<file path="src/rtl/mem_store_merge.sv">
// Store-side merge unit for the multicycle MIPS datapath: turns SW/SH/SB requests
// into word writes, using read-modify-write for sub-word stores against a word-only memory.
module mem_store_merge #(
    parameter int AW = 32
) (
    input  logic          clk_i,
    input  logic          rst_i,
    input  logic          req_valid_i,
    output logic          req_ready_o,
    input  logic [2:0]    req_op_i,
    input  logic [AW-1:0] req_addr_i,
    input  logic [31:0]   req_data_i,
    output logic          done_o,
    output logic          err_o,
    output logic [AW-1:0] mem_addr_o,
    output logic          mem_rd_o,
    input  logic [31:0]   mem_rdata_i,
    input  logic          mem_rvalid_i,
    output logic          mem_wr_o,
    output logic [31:0]   mem_wdata_o,
    input  logic          mem_wack_i,
    output logic [3:0]    mem_be_o
);

    localparam logic [1:0] IDLE = 2'd0;
    localparam logic [1:0] RD   = 2'd1;
    localparam logic [1:0] WR   = 2'd2;
    localparam logic [1:0] RESP = 2'd3;

    localparam logic [2:0] OP_SW = 3'b000;
    localparam logic [2:0] OP_SH = 3'b001;
    localparam logic [2:0] OP_SB = 3'b010;

    logic [1:0]    state_q, state_d;
    logic [2:0]    op_q, op_d;
    logic [AW-1:0] addr_q, addr_d;
    logic [31:0]   data_q, data_d;
    logic          err_q, err_d;
    logic [31:0]   wdata_q, wdata_d;

    logic          reqIllegal;
    logic          reqMisaligned;
    logic [31:0]   mergedWord;

    assign reqIllegal    = (req_op_i != OP_SW) && (req_op_i != OP_SH) && (req_op_i != OP_SB);
    assign reqMisaligned = ((req_op_i == OP_SW) && (req_addr_i[1:0] != 2'b00)) ||
                           ((req_op_i == OP_SH) && req_addr_i[0]);

    // Splice the latched store data into the word just read back from memory.
    always_comb begin
        mergedWord = mem_rdata_i;
        if (op_q == OP_SH) begin
            if (addr_q[1]) begin
                mergedWord = {data_q[15:0], mem_rdata_i[15:0]};
            end else begin
                mergedWord = {mem_rdata_i[31:16], data_q[15:0]};
            end
        end else begin
            case (addr_q[1:0])
                2'd0:    mergedWord = {mem_rdata_i[31:8], data_q[7:0]};
                2'd1:    mergedWord = {mem_rdata_i[31:16], data_q[7:0], mem_rdata_i[7:0]};
                2'd2:    mergedWord = {mem_rdata_i[31:24], data_q[7:0], mem_rdata_i[15:0]};
                default: mergedWord = {data_q[7:0], mem_rdata_i[23:0]};
            endcase
        end
    end

    always_comb begin
        state_d = state_q;
        op_d    = op_q;
        addr_d  = addr_q;
        data_d  = data_q;
        err_d   = err_q;
        wdata_d = wdata_q;
        case (state_q)
            IDLE: begin
                if (req_valid_i) begin
                    op_d   = req_op_i;
                    addr_d = req_addr_i;
                    data_d = req_data_i;
                    if (reqIllegal || reqMisaligned) begin
                        err_d   = 1'b1;
                        state_d = RESP;
                    end else if (req_op_i == OP_SW) begin
                        err_d   = 1'b0;
                        wdata_d = req_data_i;
                        state_d = WR;
                    end else begin
                        err_d   = 1'b0;
                        state_d = RD;
                    end
                end
            end
            RD: begin
                if (mem_rvalid_i) begin
                    wdata_d = mergedWord;
                    state_d = WR;
                end
            end
            WR: begin
                if (mem_wack_i) begin
                    state_d = RESP;
                end
            end
            default: begin
                state_d = IDLE;
            end
        endcase
    end

    always_ff @(posedge clk_i) begin
        if (rst_i) begin
            state_q <= IDLE;
            op_q    <= OP_SW;
            addr_q  <= '0;
            data_q  <= '0;
            err_q   <= 1'b0;
            wdata_q <= '0;
        end else begin
            state_q <= state_d;
            op_q    <= op_d;
            addr_q  <= addr_d;
            data_q  <= data_d;
            err_q   <= err_d;
            wdata_q <= wdata_d;
        end
    end

    // Lane mask is forced to zero in IDLE so it reads clean straight after reset.
    always_comb begin
        mem_be_o = 4'b0000;
        if (state_q != IDLE) begin
            case (op_q)
                OP_SW:   mem_be_o = 4'b1111;
                OP_SH:   mem_be_o = addr_q[1] ? 4'b1100 : 4'b0011;
                OP_SB:   mem_be_o = 4'b0001 << addr_q[1:0];
                default: mem_be_o = 4'b0000;
            endcase
        end
    end

    assign req_ready_o = (state_q == IDLE);
    assign done_o      = (state_q == RESP);
    assign err_o       = (state_q == RESP) && err_q;
    assign mem_rd_o    = (state_q == RD);
    assign mem_wr_o    = (state_q == WR);
    assign mem_wdata_o = wdata_q;
    assign mem_addr_o  = {addr_q[AW-1:2], 2'b00};

endmodule

</file>
<file path="config.mk">
export PLATFORM = sky130hd
export DESIGN_NAME = mem_store_merge
export DESIGN_NICKNAME = d
export VERILOG_FILES = /design/src/rtl/mem_store_merge.sv
export SDC_FILE = /design/constraint.sdc
export NUM_CORES = 1
export LEC_CHECK = 0
export ABC_AREA = 1
export BUFFER_PORTS_ARGS = -buffer_cell sky130_fd_sc_hd__buf_2
export CORE_MARGIN = 1
export CORE_UTILIZATION = 55
export CTS_CLUSTER_SIZE = 30
export DETAILED_ROUTE_END_ITERATION = 8
export GPL_TIMING_DRIVEN = 0
export HOLD_SLACK_MARGIN = 0.1
export PLACE_DENSITY = 0.87
export SLEW_MARGIN = 10
export SYNTH_ARGS = -nofsm -noshare
export SYNTH_HDL_FRONTEND = slang
export SYNTH_SLANG_ARGS = --single-unit
</file>
<file path="constraint.sdc">
create_clock -name clk_i -period 2.7 [get_ports clk_i]
set_input_delay 0.405 -clock clk_i [delete_from_list [all_inputs] [get_ports clk_i]]
set_output_delay 0.405 -clock clk_i [all_outputs]
set_load 0.1 [all_outputs]
</file>
==> summary.txt, run 1 <==
Drt
  • Routed wire length: between 10 and 15 mm
  • Via-per-instance ratio: 5.27
  • DRC: 0
  • Routed Antenna Nets: 0
  • Wire length per cell: 13.8 um
  • Starting DRT DRC Count: 643
  • Pre-antenna DRT Iters: 7
  • Via count: 5618

Worst setup path
  • Worst Path Arrival: about 2.2 ns
  • Setup Crit Path Kind: flop to output pin
  • Top cell by count, worst path: buf_2
  • CP Depth: 7
  • Worst Reg2Reg Path Length in Cells: 8
  • Reg2reg end: mem_wdata_o[7]
  • Worst EP required: 2.30 ns
  • Reg2reg start: state_q[1]
  • Critical path's slowest cell: buf_2
  • Crit path largest cell delay: 0.43 ns
  • WP buf/inv: 3
  • Crit Path Max Fanout: 10
  • Delay-heaviest family, CP: buffers and inverters
  • CP startpoint: addr_q[1]
  • Cells along the critical path: buf_4 -> buf_2 -> nand4_2 -> nand2_1 -> a21oi_1 -> nor2_2 -> buf_2
  • R2R Setup Slk: 0.71 ns
  • Crit path to: mem_be_o[3]
  • Type of origin of the critical path: flop
  • Crit. End Element: output pin

STA
  • Worst hold slack: 0.281 ns
  • Highest Clock Rate: ~0.39 GHz
  • Final Slew Violations: 0
  • RSZ-0062 raised after global routing: no
  • Min cycle time layout: 2.57 ns
  • Worst Tran Pin Value: slightly above 0.6 ns
  • Clk_skew: 0.0120 ns
  • Slew HR: 0.590
  • Final Hold Fails: 0
  • Tcrit/Tclk final: 0.953
  • # setup viols final: 0
  • TNS Setup: 0 ns

Clock network
  • CTS root buffer: clkbuf_8
  • Htree depth: 3
  • Sink Count: 86
  • Clock Path Buffers: 2
  • Clk Latency, worst-skew pair: 0.37 ns
  • Post CTS Setup Buffer Count: 0
  • Reg clk slew, reported paths: 0.10 ns
  • Inserted Clock Buffers: 9
  • CTS tree: built
  • Post_cts resized: 0
  • Hold-fix buffers at CTS: 0

Finish
  • Reg area: 0.00172 mm^2
  • Share of post-route cells with drive strength above 1: 0.308
  • Fill cell count: about 770
  • Syn-to-layout area delta: 25.1%
  • Final core utilization: 0.716
  • Final std cells w/o fill: 1067
  • Final net count: 1062
  • Design Area, Final: 0.00628 mm^2
  • Area of the multi-input gates: approximately 0.0025 mm^2

Synth
  • Seq cells post-synth: 86
  • Async set-reset flop share out of synthesis: 0
  • Distinct cell type count after synthesis: 26
  • Post-synth EDFFs: 0
  • Synth top area cells: dfxtp_1, nand2_1, o21ai_0
  • Syn Inst Count: 768
  • Register area share after synthesis: 0.343
  • Post-Syn Area: 0.00502 mm^2
  • Area share of the largest cell type after synthesis: 0.343
  • Main synth FF type: dfxtp_1
  • Count leader, synth: nand2_1
  • Synthesis Warnings: 0
  • Syn avg cell area: 6.53 um^2
  • Post-synth top area cell: dfxtp_1
  • Top cells by count, synth: nand2_1, nor2_1, dfxtp_1, o21ai_0, inv_1

Placement
  • Cell count after placement: between 1000 and 1500
  • Port bufs: 173
  • Placer Congestion: 0.956
  • Post-placement cell area: 0.00602 mm^2
  • DP Wirelength: 11.1 mm

Min path
  • Hold Path Depth: 3
  • HP Class: input port to flop

Power and ir drop
  • Leakage: 3.32 nW
  • P per Cell Area: about 1400 mW/mm^2
  • Maximum vdd drop: 0.898 mV

Floorplanning
  • DIE WIDTH: 97.5 um
  • Die area: 0.00951 mm^2
  • IO Pins: 177
  • Rows: 34
  • Initial Util: 0.572
  • Die H: 97.5 um
  • Core ar.: 0.00876 mm^2

Global routing
  • First-pass GRT wire length: 23.8 mm
  • Vias in the first global route: ~5000
  • Gr usage total: 0.310
  • Largest net degree at the start of global routing: 17
  • Grt ovf: 0
  • Initial antenna violation count: 1

Run status
  • Status: complete, no violations

Job
  • MaxCap Viol Count: 0
## worst min-delay path: cells and delay by family
kind	cells	cell delay [ns]
buffers and inverters	1	0.07
AND/OR/NAND/NOR	1	0.07
AO/OA/AOI/OAI	1	0.07
## cell type report
class                      instances  share of cell area
clock buffer                       9              0.0197
antenna                            1            0.000399
clock inverter                     7              0.0203
buffer                            76              0.0801
timing repair buffer             173               0.138
sequential                        86               0.274
multi-input combinational        533               0.401
inverter                          74              0.0442
tap                              108              0.0215
## how the worst min path moves through the flow
stage                    from              to
6_report       req_addr_i[13]      addr_q[13]
5_1_grt        req_addr_i[20]      addr_q[20]
4_1_cts        req_addr_i[13]      addr_q[13]
3_5_place_dp   mem_wdata_o[9]  mem_wdata_o[9]
3_3_place_gp   mem_wdata_o[9]  mem_wdata_o[9]
2_1_floorplan      addr_q[10]      addr_q[10]
## cell families after synthesis
kind of cell,count (synthesis),share of synthesized area
other,1,0.000748
AO/OA/AOI/OAI,157,0.173
buffers and inverters,150,0.156
adder cells (fa/ha/maj),5,0.0125
flip-flops,86,0.343
AND/OR/NAND/NOR,369,0.315
## flip-flops by register name, indices dropped and copies added, names as in the netlist
name and count:
err_q 1, mem_wdata_o 32, addr_q 32, data_q 16, state_q 2, op_q 3
## power by group
part | internal [mW] | switching, mW | leakage (nW)
clock network | 0.630 | 0.509 | 0.126
logic | 1.36 | 4.62 | 2.49
registers | 1.68 | 0.249 | 0.708
## per-layer routing
metal  up-vias  part of all wire  global-route usage
li1       2775                 -                   -
met1      2498              0.42               0.415
met2       300              0.45               0.503
met3        45             0.090              0.0396
met4         0             0.034               0.129
met5         -                 0                   0
## metrics by stage
step                total power, mW  setup slack, ns
finish                         9.04            0.126
global route                   9.51           0.0565
CTS                            8.99            0.166
detailed placement             7.86            0.565
global placement               7.79            0.607
floorplan                      6.86            0.176
## layout by cell type (no fill, tap or decap), types with 9 or more instances in the layout
| master | n |
|---|---|
| a21oi_1 | 39 |
| buf_2 | 185 |
| buf_4 | 36 |
| buf_6 | 9 |
| clkbuf_1 | 19 |
| clkbuf_8 | 9 |
| dfxtp_1 | 86 |
| inv_1 | 67 |
| nand2_1 | 194 |
| nand3_1 | 54 |
| nor2_1 | 86 |
| o21ai_0 | 79 |
| o21ai_1 | 13 |
| or2_2 | 16 |
Note: power is estimated with default switching activity, not from simulation.
==> run 2, diff against run 1 <==
--- a/config.mk
+++ b/config.mk
@@ -7,7 +7,7 @@
 export LEC_CHECK = 0
 export ABC_AREA = 1
 export BUFFER_PORTS_ARGS = -buffer_cell sky130_fd_sc_hd__buf_2
-export CORE_MARGIN = 1
+export CORE_MARGIN = 2
 export CORE_UTILIZATION = 55
 export CTS_CLUSTER_SIZE = 30
 export DETAILED_ROUTE_END_ITERATION = 8
==> constraint.sdc (replaced) <==
create_clock -name clk_i -period 2.7 [get_ports clk_i]
set_input_delay 0.27 -clock clk_i [delete_from_list [all_inputs] [get_ports clk_i]]
set_output_delay 0.27 -clock clk_i [all_outputs]
set_load 0.1 [all_outputs]
==> run 2 against run 1 <==
Compared with the run above:
- register-to-register slack about the same
- count of clock-buffer cells in the layout up 1
- worst setup slack better by 0.20 ns
- sequential share of layout area up 0.21 points
- cell count about the same
- via count down 1.3%
- largest cell class unchanged
- highest routed layer unchanged
==> summary.txt, run 2 (synthesis gave the netlist of run 1 again) <==
Placement
  • Dpl ws: 0.746 ns
  • Placer Congestion: 0.969
  • Port bufs: 173
  • DP Wirelength: 11.3 mm

Worst setup path
  • Setup Crit Path Kind: flop to output pin
  • Worst EP required: 2.43 ns
  • Crit Path Max Fanout: 10
  • Worst Path Arrival: 2.10 ns
  • Type of origin of the critical path: flop
  • Crit. End Element: output pin
  • Cells along the critical path: nand3_2 -> inv_2 -> buf_4 -> nand2_1 -> o21ai_0 -> o21ai_0 -> inv_1 -> buf_2
  • Delay-heaviest family, CP: buffers and inverters
  • CP Depth: 8
  • Crit path largest cell delay: between 0.4 and 0.5 ns
  • Worst Reg2Reg Path Length in Cells: 8
  • R2R Setup Slk: 0.71 ns
  • WP buf/inv: 4
  • Critical path's slowest cell: dfxtp_1
  • Top cell by count, worst path: o21ai_0

STA
  • # setup viols final: 0
  • Tcrit/Tclk final: 0.879
  • Worst Setup Slack, final: ~0.33 ns
  • Final Hold Fails: 0
  • Min cycle time layout: 2.37 ns
  • Worst Tran Pin Value: about 0.60 ns
  • Worst hold slack: between 0.1 and 0.15 ns
  • Final Slew Violations: 0
  • TNS Setup: 0 ns
  • Clk_skew: approximately 0.014 ns
  • Slew HR: 0.602
  • RSZ-0062 raised after global routing: no
  • Highest Clock Rate: 0.422 GHz

Min path
  • Hold Path Depth: 3
  • HP Class: input port to flop

Clock network
  • CTS root buffer: clkbuf_8
  • Sink Count: 86
  • Clock Path Buffers: 2
  • Htree depth: 3
  • Reg clk slew, reported paths: 0.09 ns
  • Hold-fix buffers at CTS: 0
  • Post_cts resized: 0
  • Inserted Clock Buffers: 9
  • CTS tree: built
  • Clk Latency, worst-skew pair: 0.37 ns
  • Post CTS Setup Buffer Count: 0

Drt
  • Starting DRT DRC Count: 526
  • Via-per-instance ratio: 5.20
  • Routed wire length: 14.8 mm
  • DRC: 0
  • Via count: 5546
  • Routed Antenna Nets: 0
  • Wire length per cell: 13.9 um
  • Pre-antenna DRT Iters: 5

Power and ir drop
  • Maximum vdd drop: 1.03 mV
  • Leakage: 3.29 nW
  • P per Cell Area: about 1400 mW/mm^2

Floorplanning
  • Die area: 0.00990 mm^2
  • Core ar.: a little under 0.009 mm^2
  • DIE WIDTH: between 90 and 100 um
  • Rows: 34
  • Initial Util: 0.572
  • IO Pins: around 180
  • Die H: 99.5 um

Finish
  • Syn-to-layout area delta: 24.2%
  • Commonest non-fill, non-tap cell in the layout: nand2_1
  • Most frequent cells in the layout: nand2_1, buf_2, nor2_1, dfxtp_1, o21ai_0
  • Share of post-route cells with drive strength above 1: 0.308
  • Fill cell count: 791
  • Final net count: 1062
  • # diodes: 0
  • Final core utilization: 0.711

Global routing
  • First-pass GRT wire length: 23.9 mm
  • Largest net degree at the start of global routing: 16
  • Met2 GRT Util: 0.478
  • GR peak layer: met2
  • Vias in the first global route: 5042
  • GRT met3 Usage: 0.0485
  • Initial antenna violation count: 0
  • Grt ovf: 0
  • Gr usage total: 0.299
  • M1 GR Usage: 0.408

Job
  • MaxCap Viol Count: 0

Run status
  • Status: complete, no violations
## run 2: changes by cell type in the layout (fill, tap and decap cells not counted), sizes merged
cell,change
bufinv,-2
clkinvlp,+2
clkbuf,+1
diode,-1
inv,-1
## run 2: metrics by stage
step | instances | power, mW | cell area [um^2]
after floorplan | 769 | 6.86 | 5020
after global placement | 1050 | 7.80 | 6020
after detailed placement | 1050 | 7.86 | 6020
after CTS | 1066 | 8.81 | 6230
after global routing | 1066 | 9.33 | 6230
final | 1066 | 8.85 | 6230
## run 2: per-layer routing
metal  up-vias  routed length (um)
met5         -                   0
met3        34                1320
li1       2768                   -
met2       293                6780
met4         0                 361
met1      2451                6370
## run 2: worst register-to-register path, cell delays in order, from the launching register on
cell and delay, ns:
dfxtp_1 0.42, inv_1 0.11, ha_1 0.31, inv_2 0.18, clkbuf_1 0.44, nand2_1 0.17
nand2_1 0.11, nand2_1 0.08, a21oi_1 0.12
## run 2: path summary, 6_finish.rpt
| kind | start | end |
|---|---|---|
| max reg2reg | state_q[1] | mem_wdata_o[7] |
| min | req_addr_i[13] | addr_q[13] |
| max | op_q[0] | mem_be_o[1] |
| min reg2reg | mem_wdata_o[8] | mem_wdata_o[8] |
## run 2: layout make-up
| type | instances | area, um^2 | share of cell area |
|---|---|---|---|
| timing repair buffer | 173 | 866 | 0.139 |
| sequential | 86 | 1720 | 0.276 |
| inverter | 74 | 278 | 0.0446 |
| clock buffer | 10 | 138 | 0.0221 |
| buffer | 76 | 503 | 0.0808 |
| clock inverter | 6 | 67.6 | 0.0108 |
| multi-input combinational | 533 | 2520 | 0.405 |
| tap | 108 | 135 | 0.0217 |
## run 2: where the power goes
part | internal, mW | switching, mW | leakage (nW) | total (mW)
registers | 1.68 | 0.247 | 0.708 | 1.93
clock network | 0.458 | 0.491 | 0.0993 | 0.949
logic | 1.36 | 4.62 | 2.49 | 5.98
total | 3.50 | 5.36 | 3.29 | 8.85
==> run 3, diff against run 2 <==
--- a/config.mk
+++ b/config.mk
@@ -5,15 +5,14 @@
 export SDC_FILE = /design/constraint.sdc
 export NUM_CORES = 1
 export LEC_CHECK = 0
-export ABC_AREA = 1
 export BUFFER_PORTS_ARGS = -buffer_cell sky130_fd_sc_hd__buf_2
 export CORE_MARGIN = 2
-export CORE_UTILIZATION = 55
+export CORE_UTILIZATION = 53
 export CTS_CLUSTER_SIZE = 30
 export DETAILED_ROUTE_END_ITERATION = 8
 export GPL_TIMING_DRIVEN = 0
 export HOLD_SLACK_MARGIN = 0.1
-export PLACE_DENSITY = 0.87
+export PLACE_DENSITY = 0.86
 export SLEW_MARGIN = 10
 export SYNTH_ARGS = -nofsm -noshare
 export SYNTH_HDL_FRONTEND = slang
==> run 3 against run 2 <==
Compared with the run above:
- via count shrank 8.7%
- synthesized area decreased by 7.9%
- first-iteration DRC count down 38%
- hold slack worse by 0.023 ns
- cell count decreased by 15%
- worst setup slack lost 0.047 ns
- fmax fell by 1.9%
==> summary.txt, run 3 <==
Global routing
  • First-pass GRT wire length: 23.1 mm
  • Gr usage total: 0.297
  • Initial antenna violation count: 0
  • Vias in the first global route: 4977
  • Largest net degree at the start of global routing: 17
  • Grt ovf: 0

Finish
  • Commonest non-fill, non-tap cell in the layout: buf_2
  • Final net count: roughly 900
  • # diodes: 0
  • Syn-to-layout area delta: 27.7%
  • Most frequent cells in the layout: buf_2, nand2_1, dfxtp_1, a21oi_1, clkbuf_1
  • Share of post-route cells with drive strength above 1: 0.316

STA
  • Clk_skew: 0.0130 ns
  • Highest Clock Rate: 0.413 GHz
  • RSZ-0062 raised after global routing: no
  • Worst Tran Pin Value: between 0.6 and 0.7 ns
  • Worst hold slack: 0.126 ns
  • Final Slew Violations: 0
  • Tcrit/Tclk final: 0.896
  • Final Hold Fails: 0
  • # setup viols final: 0
  • Slew HR: 0.544
  • TNS Setup: 0 ns
  • Min cycle time layout: ~2.4 ns

Clock network
  • Sink Count: 86
  • Post_cts resized: 0
  • Inserted Clock Buffers: 9
  • Clock Path Buffers: 2
  • Hold-fix buffers at CTS: 0
  • CTS tree: built
  • Post CTS Setup Buffer Count: 0
  • Clk Latency, worst-skew pair: 0.38 ns
  • CTS root buffer: clkbuf_8
  • Reg clk slew, reported paths: 0.10 ns
  • Htree depth: 3

Worst setup path
  • Worst Path Arrival: 2.15 ns
  • Worst EP required: 2.43 ns
  • Critical path's slowest cell: buf_1
  • Top cell by count, worst path: buf_2
  • Type of origin of the critical path: flop
  • Cells along the critical path: buf_2 -> buf_2 -> buf_1 -> a21oi_1 -> nor3_2 -> clkbuf_4
  • Crit path largest cell delay: between 0.3 and 0.4 ns
  • Setup Crit Path Kind: flop to output pin
  • Crit. End Element: output pin
  • Crit Path Max Fanout: 10

Drt
  • Routed length on met1: 5.66 mm
  • Routed Antenna Nets: 0
  • Via count: 5066
  • DR top layer: met4
  • Routed wire length: 14.2 mm
  • Pre-antenna DRT Iters: 6
  • Wire length per cell: roughly 16 um
  • DRC: 0
  • Via-per-instance ratio: 5.59
  • Routed length on met2: 6.80 mm
  • DR WL met3: 1.21 mm
  • Starting DRT DRC Count: 327

Floorplanning
  • DIE WIDTH: 97.4 um
  • Initial Util: 0.538
  • IO Pins: approximately 180
  • Die area: 0.00948 mm^2
  • Die H: 97.4 um
  • Core ar.: 0.00859 mm^2
  • Rows: 34

Synth
  • Post-synth top area cell: dfxtp_1
  • Syn Inst Count: about 610
  • Count leader, synth: nand2_1
  • Register area share after synthesis: 0.373
  • Top cells by count, synth: nand2_1, dfxtp_1, a21oi_1, clkbuf_1, buf_4
  • Distinct cell type count after synthesis: 51
  • Syn avg cell area: 7.60 um^2
  • Post-synth EDFFs: 0
  • Post-Syn Area: between 0.004 and 0.005 mm^2
  • Area share of the largest cell type after synthesis: 0.373
  • Async set-reset flop share out of synthesis: 0
  • Main synth FF type: dfxtp_1
  • Synthesis Warnings: 0
  • Seq cells post-synth: 86
  • Synth top area cells: dfxtp_1, nand2_1, a21oi_1

Power and ir drop
  • Maximum vdd drop: between 0.7 and 0.8 mV
  • Pwr Total: 7.74 mW
  • Leakage: 2.65 nW
  • P per Cell Area: 1310 mW/mm^2

Placement
  • DP Wirelength: 10.9 mm
  • Port bufs: 173
  • Placer Congestion: 0.938

Run status
  • Status: complete, no violations

Job
  • MaxCap Viol Count: 0

Min path
  • HP Class: input port to flop
run 3: cell type report:
| type | instances | area [um^2] |
|---|---|---|
| fillers | 769 | 2690 |
| multi-input cells | 428 | 2390 |
| flip-flops and latches | 86 | 1720 |
| repair buffers | 173 | 871 |
| plain buffers | 86 | 494 |
| well taps | 108 | 135 |
| clock inverters | 7 | 128 |
| clock buffers | 9 | 124 |
| inverters | 9 | 33.8 |
run 3: final timing paths:
kind / end / start / cells past startpoint / slack [ns]
worst min register to register: data_q[15] / data_q[15] / 2 / 0.46
worst max register to register: mem_wdata_o[14] / state_q[1] / 7 / 0.31
worst min-delay path: addr_q[22] / req_addr_i[22] / 3 / 0.13
worst max-delay path: mem_be_o[3] / addr_q[1] / 6 / 0.28
run 3: cells by family after synthesis:
kind of cell             Yosys count  share of synthesized area
AO/OA/AOI/OAI                    168                      0.227
adder cells (fa/ha/maj)            5                     0.0135
buffers and inverters             95                      0.114
flip-flops                        86                      0.373
multiplexers                       8                     0.0176
other                              1                   0.000812
AND/OR/NAND/NOR                  245                      0.254
run 3: power breakdown:
group,switching (mW),total [mW],internal [mW]
Clock,0.528,1.16,0.629
Sequential,0.197,1.79,1.59
Combinational,3.75,4.80,1.05
Total,4.48,7.74,3.27
run 3: metal layers:
layer / global-route usage / vias up
met2: 0.513 / 234
li1: - / 2459
met5: 0 / -
met3: 0.0727 / 45
met4: 0.139 / 0
met1: 0.345 / 2328
run 3: critical path, delay by kind of cell (launching register included):
family                 cells  cell delay [ns]
DFF                        1             0.31
AOI/OAI and AO/OA          1             0.14
and+or+nand+nor            1             0.14
buffers and inverters      4             1.18
run 3: metrics by stage:
step                      instance area, um^2   util  instances  setup WS, ns
after global routing                     5900  0.687        906        0.0633
after floorplan                          4640      -        609       -0.0947
after detailed placement                 5640  0.657        890         0.348
after CTS                                5900  0.686        906         0.228
final                                    5900  0.687        906         0.281
after global placement                   5640  0.657        890         0.364
